### src/rtl/seg7_out_port.sv
// seg7_out_port: encodes a 16-bit word onto a 4-digit active-low 7-segment bus.
// The word is shown either as 4 hex digits or as 4 decimal digits. Decimal
// conversion is sequential double-dabble, one bit per clock. The display holds
// its value until the next accepted word.
// Ports:
//   clk       system clock, rising edge
//   rst_n     asynchronous active-low reset
//   in_valid  in_data/in_bcd valid this cycle
//   in_data   16-bit value to display
//   in_bcd    0 = hex display, 1 = decimal display
//   in_ready  port accepts a word this cycle (IDLE only)
//   busy      decimal conversion in progress (= ~in_ready)
//   overflow  last decimal word was > 9999
//   hex       segments, active-low, [27:21]=digit3 .. [6:0]=digit0, g..a per digit
module seg7_out_port #(
  parameter bit BLANK_LZ = 1'b0
) (
  input  logic        clk,
  input  logic        rst_n,
  input  logic        in_valid,
  input  logic [15:0] in_data,
  input  logic        in_bcd,
  output logic        in_ready,
  output logic        busy,
  output logic        overflow,
  output logic [27:0] hex
);

  localparam int unsigned DATA_W = 16;
  localparam int unsigned BCD_W  = 20;
  localparam int unsigned CNT_W  = 4;
  localparam int unsigned HEX_W  = 28;
  localparam int unsigned SEG_W  = 7;

  localparam logic [HEX_W-1:0] HEX_RESET = 28'h8102040;
  localparam logic [SEG_W-1:0] SEG_DASH  = 7'h40;
  localparam logic [SEG_W-1:0] SEG_BLANK = 7'h7F;

  typedef enum logic [1:0] {
    IDLE = 2'd0,
    CONV = 2'd1,
    DONE = 2'd2
  } state_t;

  state_t              r_state, w_state_nxt;
  logic [DATA_W-1:0]   r_bin,   w_bin_nxt;
  logic [BCD_W-1:0]    r_bcd,   w_bcd_nxt;
  logic [CNT_W-1:0]    r_cnt,   w_cnt_nxt;
  logic [HEX_W-1:0]    r_hex,   w_hex_nxt;
  logic                r_ovf,   w_ovf_nxt;
  logic                r_ready, w_ready_nxt;
  logic [BCD_W+DATA_W-1:0] w_step;

  // Active-high segment code (g..a) of one hex digit.
  function automatic logic [SEG_W-1:0] seg_code(input logic [3:0] d);
    logic [SEG_W-1:0] c;
    case (d)
      4'h0: c = 7'h3F;
      4'h1: c = 7'h06;
      4'h2: c = 7'h5B;
      4'h3: c = 7'h4F;
      4'h4: c = 7'h66;
      4'h5: c = 7'h6D;
      4'h6: c = 7'h7D;
      4'h7: c = 7'h07;
      4'h8: c = 7'h7F;
      4'h9: c = 7'h6F;
      4'hA: c = 7'h77;
      4'hB: c = 7'h7C;
      4'hC: c = 7'h39;
      4'hD: c = 7'h5E;
      4'hE: c = 7'h79;
      default: c = 7'h71;
    endcase
    return c;
  endfunction

  // Four nibbles to active-low segments, with optional leading-zero blanking.
  function automatic logic [HEX_W-1:0] encode(input logic [DATA_W-1:0] v);
    logic b3, b2, b1;
    logic [HEX_W-1:0] h;
    b3 = BLANK_LZ && (v[15:12] == 4'h0);
    b2 = b3 && (v[11:8] == 4'h0);
    b1 = b2 && (v[7:4] == 4'h0);
    h[27:21] = b3 ? SEG_BLANK : ~seg_code(v[15:12]);
    h[20:14] = b2 ? SEG_BLANK : ~seg_code(v[11:8]);
    h[13:7]  = b1 ? SEG_BLANK : ~seg_code(v[7:4]);
    h[6:0]   = ~seg_code(v[3:0]);
    return h;
  endfunction

  // One double-dabble step: add 3 to every BCD nibble >= 5, then shift {bcd,bin} left.
  function automatic logic [BCD_W+DATA_W-1:0] dd_step(input logic [BCD_W-1:0] bcd,
                                                      input logic [DATA_W-1:0] bin);
    logic [BCD_W-1:0] adj;
    for (int n = 0; n < 5; n++) begin
      adj[n*4 +: 4] = (bcd[n*4 +: 4] >= 4'd5) ? (bcd[n*4 +: 4] + 4'd3) : bcd[n*4 +: 4];
    end
    return {adj, bin} << 1;
  endfunction

  assign w_step = dd_step(r_bcd, r_bin);

  // State and datapath registers.
  always_ff @(posedge clk or negedge rst_n) begin
    if (!rst_n) begin
      r_state <= IDLE;
      r_bin   <= '0;
      r_bcd   <= '0;
      r_cnt   <= '0;
      r_hex   <= HEX_RESET;
      r_ovf   <= 1'b0;
      r_ready <= 1'b1;
    end else begin
      r_state <= w_state_nxt;
      r_bin   <= w_bin_nxt;
      r_bcd   <= w_bcd_nxt;
      r_cnt   <= w_cnt_nxt;
      r_hex   <= w_hex_nxt;
      r_ovf   <= w_ovf_nxt;
      r_ready <= w_ready_nxt;
    end
  end

  // Next-state and datapath updates.
  always_comb begin
    w_state_nxt = r_state;
    w_bin_nxt   = r_bin;
    w_bcd_nxt   = r_bcd;
    w_cnt_nxt   = r_cnt;
    w_hex_nxt   = r_hex;
    w_ovf_nxt   = r_ovf;
    case (r_state)
      IDLE: begin
        if (in_valid && r_ready) begin
          if (in_bcd) begin
            w_state_nxt = CONV;
            w_bin_nxt   = in_data;
            w_bcd_nxt   = '0;
            w_cnt_nxt   = '0;
          end else begin
            w_hex_nxt = encode(in_data);
            w_ovf_nxt = 1'b0;
          end
        end
      end
      CONV: begin
        w_bcd_nxt = w_step[BCD_W+DATA_W-1:DATA_W];
        w_bin_nxt = w_step[DATA_W-1:0];
        w_cnt_nxt = r_cnt + CNT_W'(1);
        if (r_cnt == CNT_W'(15)) begin
          w_state_nxt = DONE;
        end
      end
      DONE: begin
        // Results above 9999 show dashes on every digit, never blanked.
        if (r_bcd[19:16] != 4'h0) begin
          w_ovf_nxt = 1'b1;
          w_hex_nxt = {4{~SEG_DASH}};
        end else begin
          w_ovf_nxt = 1'b0;
          w_hex_nxt = encode(r_bcd[15:0]);
        end
        w_state_nxt = IDLE;
      end
      default: w_state_nxt = IDLE;
    endcase
    w_ready_nxt = (w_state_nxt == IDLE);
  end

  assign in_ready = r_ready;
  assign busy     = ~r_ready;
  assign overflow = r_ovf;
  assign hex      = r_hex;

endmodule

### config.mk
export PLATFORM = sky130hd
export DESIGN_NAME = seg7_out_port
export DESIGN_NICKNAME = d
export VERILOG_FILES = /design/src/rtl/seg7_out_port.sv
export SDC_FILE = /design/constraint.sdc
export NUM_CORES = 1
export LEC_CHECK = 0
export BUFFER_PORTS_ARGS = -buffer_cell sky130_fd_sc_hd__buf_2
export CAP_MARGIN = 25
export CORE_ASPECT_RATIO = 0.9
export CORE_UTILIZATION = 50
export CTS_CLUSTER_SIZE = 30
export DETAILED_ROUTE_END_ITERATION = 12
export GPL_TIMING_DRIVEN = 0
export PLACE_DENSITY_LB_ADDON = 0.12
export RECOVER_POWER = 25
export SYNTH_ARGS = -nofsm -noshare
export SYNTH_HDL_FRONTEND = slang
export SYNTH_SLANG_ARGS = --single-unit
### constraint.sdc
create_clock -name clk -period 1.75 [get_ports clk]
set_input_delay 0.35 -clock clk [delete_from_list [all_inputs] [get_ports clk]]
set_output_delay 0.35 -clock clk [all_outputs]
set_load 0.01 [all_outputs]
==> metrics.cfg, run 1 <==
[sta]
slew_headroom_pct = 53.06
hold_violations = 0
slew_viol_final = 0
setup_ws_ps = 33.08
fin_skew_ps = 6.292
tightest_slew_ps = 704.0
period_needed_ps = 1717
rsz0062_at_grt = yes
finalCritPeriodShare_pct = 98.11
max_freq_mhz = 582.4
setup_violations = 0

[yosys]
yosys.area.top_type = dfrtp_1
async_flop_share_pct = 100.0
synth_common_cells = nand2_1 (74), dfrtp_1 (67), ha_1 (51)
synth_edf_count = 0
ys_top_cells_by_area = dfrtp_1 (32%), ha_1 (12%), nand2_1 (5.3%)
synthesis.area_um2 = 5285
post_synth_num_cell_types = 59
syn_nets = 668
yosysTopAreaCellShare_pct = 31.72
seq_area_frac_synth_pct = 34.21
yosysWarnings = 0
ys.flop_type = dfrtp_1
synthCells = 597
synth_seq_cells = 72
postSynthAreaPerCell_um2 = 8.853
synth.most_common_cell = nand2_1

[worst_setup_path]
cp_max_fo = 5
r2r_start = r_bcd[8]
ff2ff_setup_slack_ps = 30
startpoint_type = register
r2r_cells = 5
reg2reg_to = hex[17]
arrival_ps = 1930
cp.required_ps = 1960
setup.worst_path.end_class = register
crit_type = reg2reg

[cells_and_area]
utilization_pct = 61.03
n_antenna_cell = 0
syn_to_final_growth_pct = 18.32
drive_above_1_share_pct = 24.37
nets = 739

[routing]
dr.pass1.iters = 5
vias = 4783
antenna_left = 0
wire_per_inst_um = 18.27
wl_um = 14650
drt_iter0_drc = 329
drc = 0
viasPerCell = 5.964

[floorplan]
die_w_um = 110.4
dieArea_um2 = 10990
std_cell_rows = 35
fp.dieH_um = 99.54
num_io_pins = 51
core_um2 = 10250
initial_core_util_pct = 51.58

[pwr]
clkPwrFrac_pct = 19.2
seq_power_share_pct = 29.0
power_frac_comb_pct = 51.8
p_per_area_nw_per_um2 = 1731
p_leak_nw = 2.864
p_int_mw = 6.250
irDropWorstVdd_mv = 0.9527
p_switching_mw = 4.574
p_sw_share_pct = 42.26

[placed_design]
place_ws_ps = -284.0
hpwl_um = 10520
io_buffers = 49
gp_congestion = 0.9439

[cts]
cts_buffers = 9
clockBufferDepth = 2
cts_tree = built
insertion_delay_ps = 340
ctsHtreeMaxLevel = 3
root_buffer = clkbuf_16
cts.sinks = 72
clkTransAtPathRegs_ps = 60

[global_routing]
antenna_found_initial = 0
grt_pass1_wl_um = 22910
track_usage_pct = 27.72
grt_overflow = 0
grt_max_degree = 47
grt_pass1_vias = 4485

[min_path]
min_path_type = in2reg
holdPathStages = 3
hold-path-endpoint = r_bin[1]
hold_start = in_data[1]

[run_status]
status = complete, no violations

[job]
drv_cap = 0

-- sequential cells by signal, indices dropped and copies added (netlist names) --
signal,count
r_bin,16
r_state,2
in_ready,1
overflow,1
r_bcd,20
r_cnt,4
hex,28
-- power by group through the flow --
stage / Combinational (mW) / Clock (mW) / Sequential, mW
finish: 5.61 / 2.08 / 3.14
global placement: 4.99 / 0 / 3.12
global route: 6.23 / 2.16 / 3.25
CTS: 5.35 / 2.11 / 3.12
floorplan: 3.58 / 0 / 3.19
detailed placement: 5.13 / 0 / 3.16
-- layout make-up --
type                       instances  area [um2]
buffer                            42       240.2
tap                              129       161.4
fill                             910        3994
clock inverter                     4       75.07
inverter                          35       131.4
sequential                        72        1817
clock buffer                      12       266.5
timing repair buffer              60       334.1
multi-input combinational        448        3228
-- cell families after synthesis --
kind of cell	count (synthesis)	synth area share, %
and+or+nand+nor	188	17.02
adders and majority gates	51	12.07
DFF	72	34.21
buffers and inverters	77	6.652
muxes	26	6.155
AOI/OAI and AO/OA	176	22.73
xor gates and xnor gates	7	1.160
-- worst max-delay path by stage --
stage | slack (ps) | start | endpoint | depth (start not counted)
floorplan | 100 | r_bcd[8] | hex[17] | 6
global placement | -270 | r_bcd[16] | hex[7] | 6
detailed placement | -280 | r_bcd[16] | hex[7] | 6
CTS | 5 | r_bcd[17] | hex[12] | 7
global route | -40 | r_bcd[17] | hex[22] | 7
finish | 30 | r_bcd[8] | hex[17] | 5
-- critical path, cell delays in order (launching register included) --
cell and delay, ps:
dfrtp_2 410, buf_4 160, ha_1 230, mux4_2 480, o22ai_2 210, o21ai_0 100
-- metrics by stage --
stage | area, um2 | setup TNS [ps] | std cells | hold WS, ps | total power, mW
global route | 6254 | -158.5 | 802 | 344.6 | 11.64
floorplan | 5285 | 0 | 597 | 54.41 | 6.767
CTS | 6163 | 0 | 797 | 311.3 | 10.58
global placement | 5692 | -9530 | 775 | 455.5 | 8.113
finish | 6254 | 0 | 802 | 319.6 | 10.82
detailed placement | 5722 | -2649 | 776 | 298.5 | 8.294
-- cells in the final DEF, fill, tap and decap left out, drive strengths merged, types with 6 or more instances in the layout --
cell    netlist  final
a211oi        8      8
a21oi        32     32
a31oi        18     18
a32o          6      6
buf          33     90
clkbuf        9     23
dfrtp        67     67
ha           51     51
inv          35     35
mux2i        19     19
nand2        76     76
nand2b       14     14
nand3         6      6
nor2         40     40
nor2b        18     18
nor3         14     14
nor3b         6      6
o211ai        8      8
o21ai        41     41
o22ai        13     13
o31ai        15     15
-- timing repair --
| item | in CTS | in global routing |
|---|---|---|
| pin swaps | 0 | 7 |
| endpoints found under the hold margin | 25 | 0 |
| hold buffers | 1 | 0 |
| resized for setup | 18 | 22 |
| setup buffers | 4 | 5 |
| setup endpoints to repair | 27 | 40 |
-- per-layer routing --
metal	GRT usage, %	vias up	part of all wire [%]
li1	-	2281	-
met1	38.96	2320	46
met2	43.10	162	46
met3	5.242	20	6.6
met4	8.300	0	1.9
met5	0	-	0
(Power assumes the default switching activity.)
==> inputs of run 2 (changes only) <==
- PLACE_DENSITY: not set -> 0.72
- PLACE_DENSITY_LB_ADDON: 0.12 -> not set
- RECOVER_POWER: 25 -> 50
==> metrics.cfg, run 2 (synthesized netlist as in run 1, its figures left out) <==
[run_status]
status = complete, no violations

[routing]
wire_per_inst_um = 17.81  ; -2.5%
wl_um = 14390  ; -1.8%
wl_met2_um = 6715  ; -0.10%
wl_met1_um = 6339  ; -5.1%
route.met3.wl_um = 973  ; +1.4%
drt_iter0_drc = 501  ; +52%
antenna_left = 0  ; unchanged
dr.max_layer_used = met4
vias = 4850  ; +1.4%
dr.pass1.iters = 5  ; unchanged
drc = 0  ; unchanged
viasPerCell = 6.002  ; +0.65%

[global_routing]
grt_max_degree = 57  ; +21%
grt_pass1_wl_um = 23070  ; +0.72%
antenna_found_initial = 1  ; +1
grt_pass1_vias = 4638  ; +3.4%
grt_overflow = 0  ; unchanged
track_usage_pct = 27.42  ; -0.31 points

[cts]
root_buffer = clkbuf_16
cts_buffers = 9  ; unchanged
insertion_delay_ps = 340  ; about the same
cts.sinks = 72  ; unchanged
ctsHtreeMaxLevel = 3  ; unchanged
clockBufferDepth = 2  ; unchanged
clkTransAtPathRegs_ps = 60  ; about the same
cts_tree = built

[cells_and_area]
syn_to_final_growth_pct = 19.25
final_common_cell = nand2_1
fillerInstances = 872  ; -4.2%
utilization_pct = 61.50  ; +0.48 points
largest_reg_flops = 28  ; unchanged
drive_above_1_share_pct = 23.75  ; -0.62 points
layout_common_cells = nand2_1 (74), buf_2 (61), dfrtp_1 (59)
nets = 744  ; +0.68%

[floorplan]
core_um2 = 10250  ; unchanged
fp.dieH_um = 99.54  ; unchanged
std_cell_rows = 35  ; unchanged
num_io_pins = 51  ; unchanged
initial_core_util_pct = 51.58  ; unchanged
dieArea_um2 = 10990  ; unchanged
die_w_um = 110.4  ; unchanged

[pwr]
p_per_area_nw_per_um2 = 1691  ; -2.3%
irDropWorstVdd_mv = 0.8528  ; -10%
p_leak_nw = 2.849  ; -0.52%
p_total_mw = 10.66  ; -1.5%

[placed_design]
io_buffers = 49  ; unchanged
gp_congestion = 0.9154  ; -3.0%
hpwl_um = 10020  ; -4.7%

[worst_setup_path]
cp_max_fo = 6  ; +1
crit_type = reg2reg
r2r_cells = 7  ; +2
arrival_ps = 1950  ; +20 ps
setup.worst_path.end_class = register
cp.required_ps = 1980  ; +20 ps
startpoint_type = register

[sta]
period_needed_ps = 1717  ; +0.4068 ps
fin_skew_ps = 6.969  ; +0.6777 ps
max_freq_mhz = 582.3  ; about the same
timing.setup.tns_ps = 0  ; unchanged
slew_viol_final = 0  ; unchanged
hold_violations = 0  ; unchanged
whs_ps = 320.3  ; +0.6620 ps
setup_violations = 0  ; unchanged
slew_headroom_pct = 68.51  ; +15 points
finalCritPeriodShare_pct = 98.13  ; about the same
tightest_slew_ps = 468.3  ; -235.7 ps

[job]
drv_cap = 0  ; unchanged

[min_path]
min_path_type = in2reg
holdPathStages = 3  ; unchanged

[run 2: cell count changes in the layout (fill, tap and decap cells not counted), sizes merged]
cell      previous run  this run
bufinv               2         0
clkinv               0         4
buf                 90        85
clkinvlp             2         0
inv                 35        36
diode                0         1
clkbuf              23        32
[run 2: worst max-delay path: stages (launching register included)]
cell      delay, ps
dfrtp_1         420
inv_2            90
ha_4            140
nor3b_4         260
buf_4           160
and2_4          230
o211ai_1        150
o221a_2         150
[run 2: cell type report]
class | count | area [um2] | area share (%)
Multi-Input combinational cell | 448 | 3282 | 52.07
Sequential cell | 72 | 1818 | 28.85
Timing Repair Buffer | 65 | 376.6 | 5.976
Clock buffer | 11 | 252.7 | 4.010
Buffer | 42 | 237.7 | 3.772
Tap cell | 129 | 161.4 | 2.561
Inverter | 35 | 131.4 | 2.085
Clock inverter | 5 | 40.04 | 0.6353
Antenna cell | 1 | 2.502 | 0.03971
[run 2: final timing paths]
| path | from | endpoint | slack, ps |
|---|---|---|---|
| min in group asynchronous | rst_n | hex[1] | 410 |
| setup reg to reg | r_bcd[16] | hex[0] | 30 |
| hold reg to reg | hex[16] | hex[16] | 470 |
| max in group asynchronous | rst_n | in_ready | 710 |
| setup / recovery | r_bcd[16] | hex[0] | 30 |
| hold / removal | in_data[5] | r_bin[5] | 320 |
[run 2: metrics by stage]
| step | setup slack, ps | cell area, um2 | cells |
|---|---|---|---|
| CTS | 3.058 | 6137 | 799 |
| finish | 32.67 | 6302 | 808 |
| detailed placement | -460.5 | 5722 | 776 |
| global route | -13.25 | 6300 | 807 |
| floorplan | 104.2 | 5285 | 597 |
| global placement | -412.4 | 5692 | 775 |
[run 2: report_power, final]
group | switching, mW | leakage, nW | internal [mW]
logic | 3.29 | 1.85 | 2.41
registers | 0.612 | 0.850 | 2.51
clock network | 0.782 | 0.146 | 1.05
[run 2: repair_timing]
item	4_1_cts	5_1_grt
setup endpoints to repair	30	34
pin swaps	3	4
gates resized for setup	20	28
hold buffers	1	0
buffers inserted	6	8
endpoints found under the hold margin	14	0
[run 2: per-layer routing]
| layer | track usage [%] | vias up |
|---|---|---|
| met2 | 42.71 | 205 |
| met5 | 0 | - |
| li1 | - | 2296 |
| met4 | 11.64 | 0 |
| met3 | 5.439 | 25 |
| met1 | 36.88 | 2324 |
==> inputs of run 3 (changes only) <==
==> constraint.sdc (replaced) <==
create_clock -name clk -period 1.75 [get_ports clk]
set_input_delay 0.175 -clock clk [delete_from_list [all_inputs] [get_ports clk]]
set_output_delay 0.175 -clock clk [all_outputs]
set_load 0.01 [all_outputs]
==> metrics.cfg, run 3 (synthesized netlist as in run 1, its figures left out) <==
[cells_and_area]
layout_common_cells = nand2_1 (74), buf_2 (60), dfrtp_1 (59)
multiInputGateArea_um2 = 3282  ; unchanged
final_common_cell = nand2_1
final-seq-area_um2 = 1818  ; unchanged
syn_to_final_growth_pct = 19.15  ; about the same
utilization_pct = 61.45  ; about the same
nets = 744  ; unchanged
finalNonFillerCells = 808  ; unchanged
fillerInstances = 874  ; +0.23%
largest_reg_flops = 28  ; unchanged
drive_above_1_share_pct = 23.60  ; -0.15 points

[routing]
dr.max_layer_used = met4
drc = 0  ; unchanged
wl_met2_um = 6693  ; -0.33%
drt_iter0_drc = 501  ; unchanged
wl_um = 14410  ; +0.18%
wire_per_inst_um = 17.84  ; +0.18%
dr.pass1.iters = 5  ; unchanged
antenna_left = 0  ; unchanged
route.met3.wl_um = 985  ; +1.2%
wl_met1_um = 6377  ; +0.60%
vias = 4844  ; -0.12%
viasPerCell = 5.995  ; -0.12%

[cts]
cts_tree = built
cts_buffers = 9  ; unchanged
insertion_delay_ps = 340  ; about the same
clockBufferDepth = 2  ; unchanged
root_buffer = clkbuf_16
cts.sinks = 72  ; unchanged
clkTransAtPathRegs_ps = 60  ; about the same
ctsHtreeMaxLevel = 3  ; unchanged

[pwr]
p_switching_mw = 4.696  ; +0.17%
p_leak_nw = 2.841  ; -0.29%
seq_power_share_pct = 29.3  ; about the same
p_per_area_nw_per_um2 = 1693  ; +0.12%
p_int_mw = 5.968  ; about the same
irDropWorstVdd_mv = 0.8545  ; +0.20%
clkPwrFrac_pct = 17.2  ; about the same
p_sw_share_pct = 44.04  ; +0.057 points
power_frac_comb_pct = 53.6  ; about the same

[sta]
hold_violations = 0  ; unchanged
slew_headroom_pct = 33.18  ; -35 points
period_needed_ps = 1718  ; +0.2370 ps
timing.setup.tns_ps = 0  ; unchanged
slew_viol_final = 0  ; unchanged
tightest_slew_ps = 1002  ; +534.0 ps
whs_ps = 144.7  ; -175.6 ps
fin_skew_ps = 7.200  ; +0.2309 ps
setup_violations = 0  ; unchanged
max_freq_mhz = 582.2  ; about the same
finalCritPeriodShare_pct = 98.15  ; about the same

[floorplan]
initial_core_util_pct = 51.58  ; unchanged
num_io_pins = 51  ; unchanged
fp.dieH_um = 99.54  ; unchanged
std_cell_rows = 35  ; unchanged
dieArea_um2 = 10990  ; unchanged
core_um2 = 10250  ; unchanged
die_w_um = 110.4  ; unchanged

[worst_setup_path]
arrival_ps = 1950  ; about the same
setup.worst_path.end_class = register
ff2ff_setup_slack_ps = 30  ; about the same
crit_type = reg2reg
cp.required_ps = 1980  ; about the same
startpoint_type = register
cp_max_fo = 6  ; unchanged

[global_routing]
grt_pass1_wl_um = 23070  ; unchanged
grt_pass1_vias = 4638  ; unchanged
grt_max_degree = 57  ; unchanged
track_usage_pct = 27.42  ; unchanged
grt_overflow = 0  ; unchanged
antenna_found_initial = 1  ; unchanged

[placed_design]
dp_cells = 776  ; unchanged
gp_congestion = 0.9154  ; unchanged
io_buffers = 49  ; unchanged
hpwl_um = 10020  ; unchanged

[job]
drv_cap = 0  ; unchanged

[min_path]
min_path_type = in2reg

[run_status]
status = complete, no violations

run 3: changes by cell type in the layout (fill, tap and decap cells not counted), sizes merged:
cell	previous run	this run
buf	85	83
clkbuf	32	34
run 3: final timing paths:
check / startpoint / end / depth (start not counted)
setup / recovery: r_bcd[16] / hex[0] / 7
hold / removal: in_data[5] / r_bin[5] / 3
setup reg to reg: r_bcd[16] / hex[0] / 7
hold reg to reg: hex[16] / hex[16] / 2
max in group asynchronous: rst_n / in_ready / 3
min in group asynchronous: rst_n / hex[1] / 2
run 3: metrics by stage:
step | worst slack (ps) | cell area [um2] | total power [mW]
final | 32.43 | 6297 | 10.66
after global placement | -412.4 | 5692 | 8.053
after CTS | 3.058 | 6137 | 10.33
after floorplan | 104.2 | 5285 | 6.767
after global routing | -13.25 | 6295 | 11.50
after detailed placement | -460.5 | 5722 | 8.257
run 3: cell type report:
| type | instances | area share [%] |
|---|---|---|
| clock inverter | 5 | 0.6358 |
| sequential | 72 | 28.87 |
| timing repair buffer | 65 | 5.901 |
| tap | 129 | 2.563 |
| clock buffer | 11 | 4.014 |
| inverter | 35 | 2.086 |
| antenna | 1 | 0.03974 |
| buffer | 42 | 3.775 |
| multi-input combinational | 448 | 52.12 |
run 3: what timing repair did:
action	4_1_cts	5_1_grt
hold buffers	1	0
setup buffers	6	8
endpoints found under the hold margin	16	0
resized for setup	20	28
pin swaps	3	4
setup endpoints to repair	30	34
run 3: critical path, cell delays in order (launching register included):
cell and delay [ps]:
dfrtp_1 420, inv_2 90, ha_4 140, nor3b_4 260, buf_4 160, and2_4 230
o211ai_1 150, o221a_2 150
run 3: power by group through the flow:
stage / Clock [mW] / Combinational, mW / Sequential, mW
after floorplan: 0 / 3.58 / 3.19
after global placement: 0 / 4.94 / 3.11
after detailed placement: 0 / 5.12 / 3.14
after CTS: 1.85 / 5.37 / 3.11
after global routing: 1.90 / 6.35 / 3.24
final: 1.83 / 5.71 / 3.12
run 3: metal layers:
layer | up-vias | global-route usage, %
met5 | - | 0
met4 | 0 | 11.64
met3 | 24 | 5.439
met2 | 207 | 42.71
met1 | 2318 | 36.88
li1 | 2295 | -
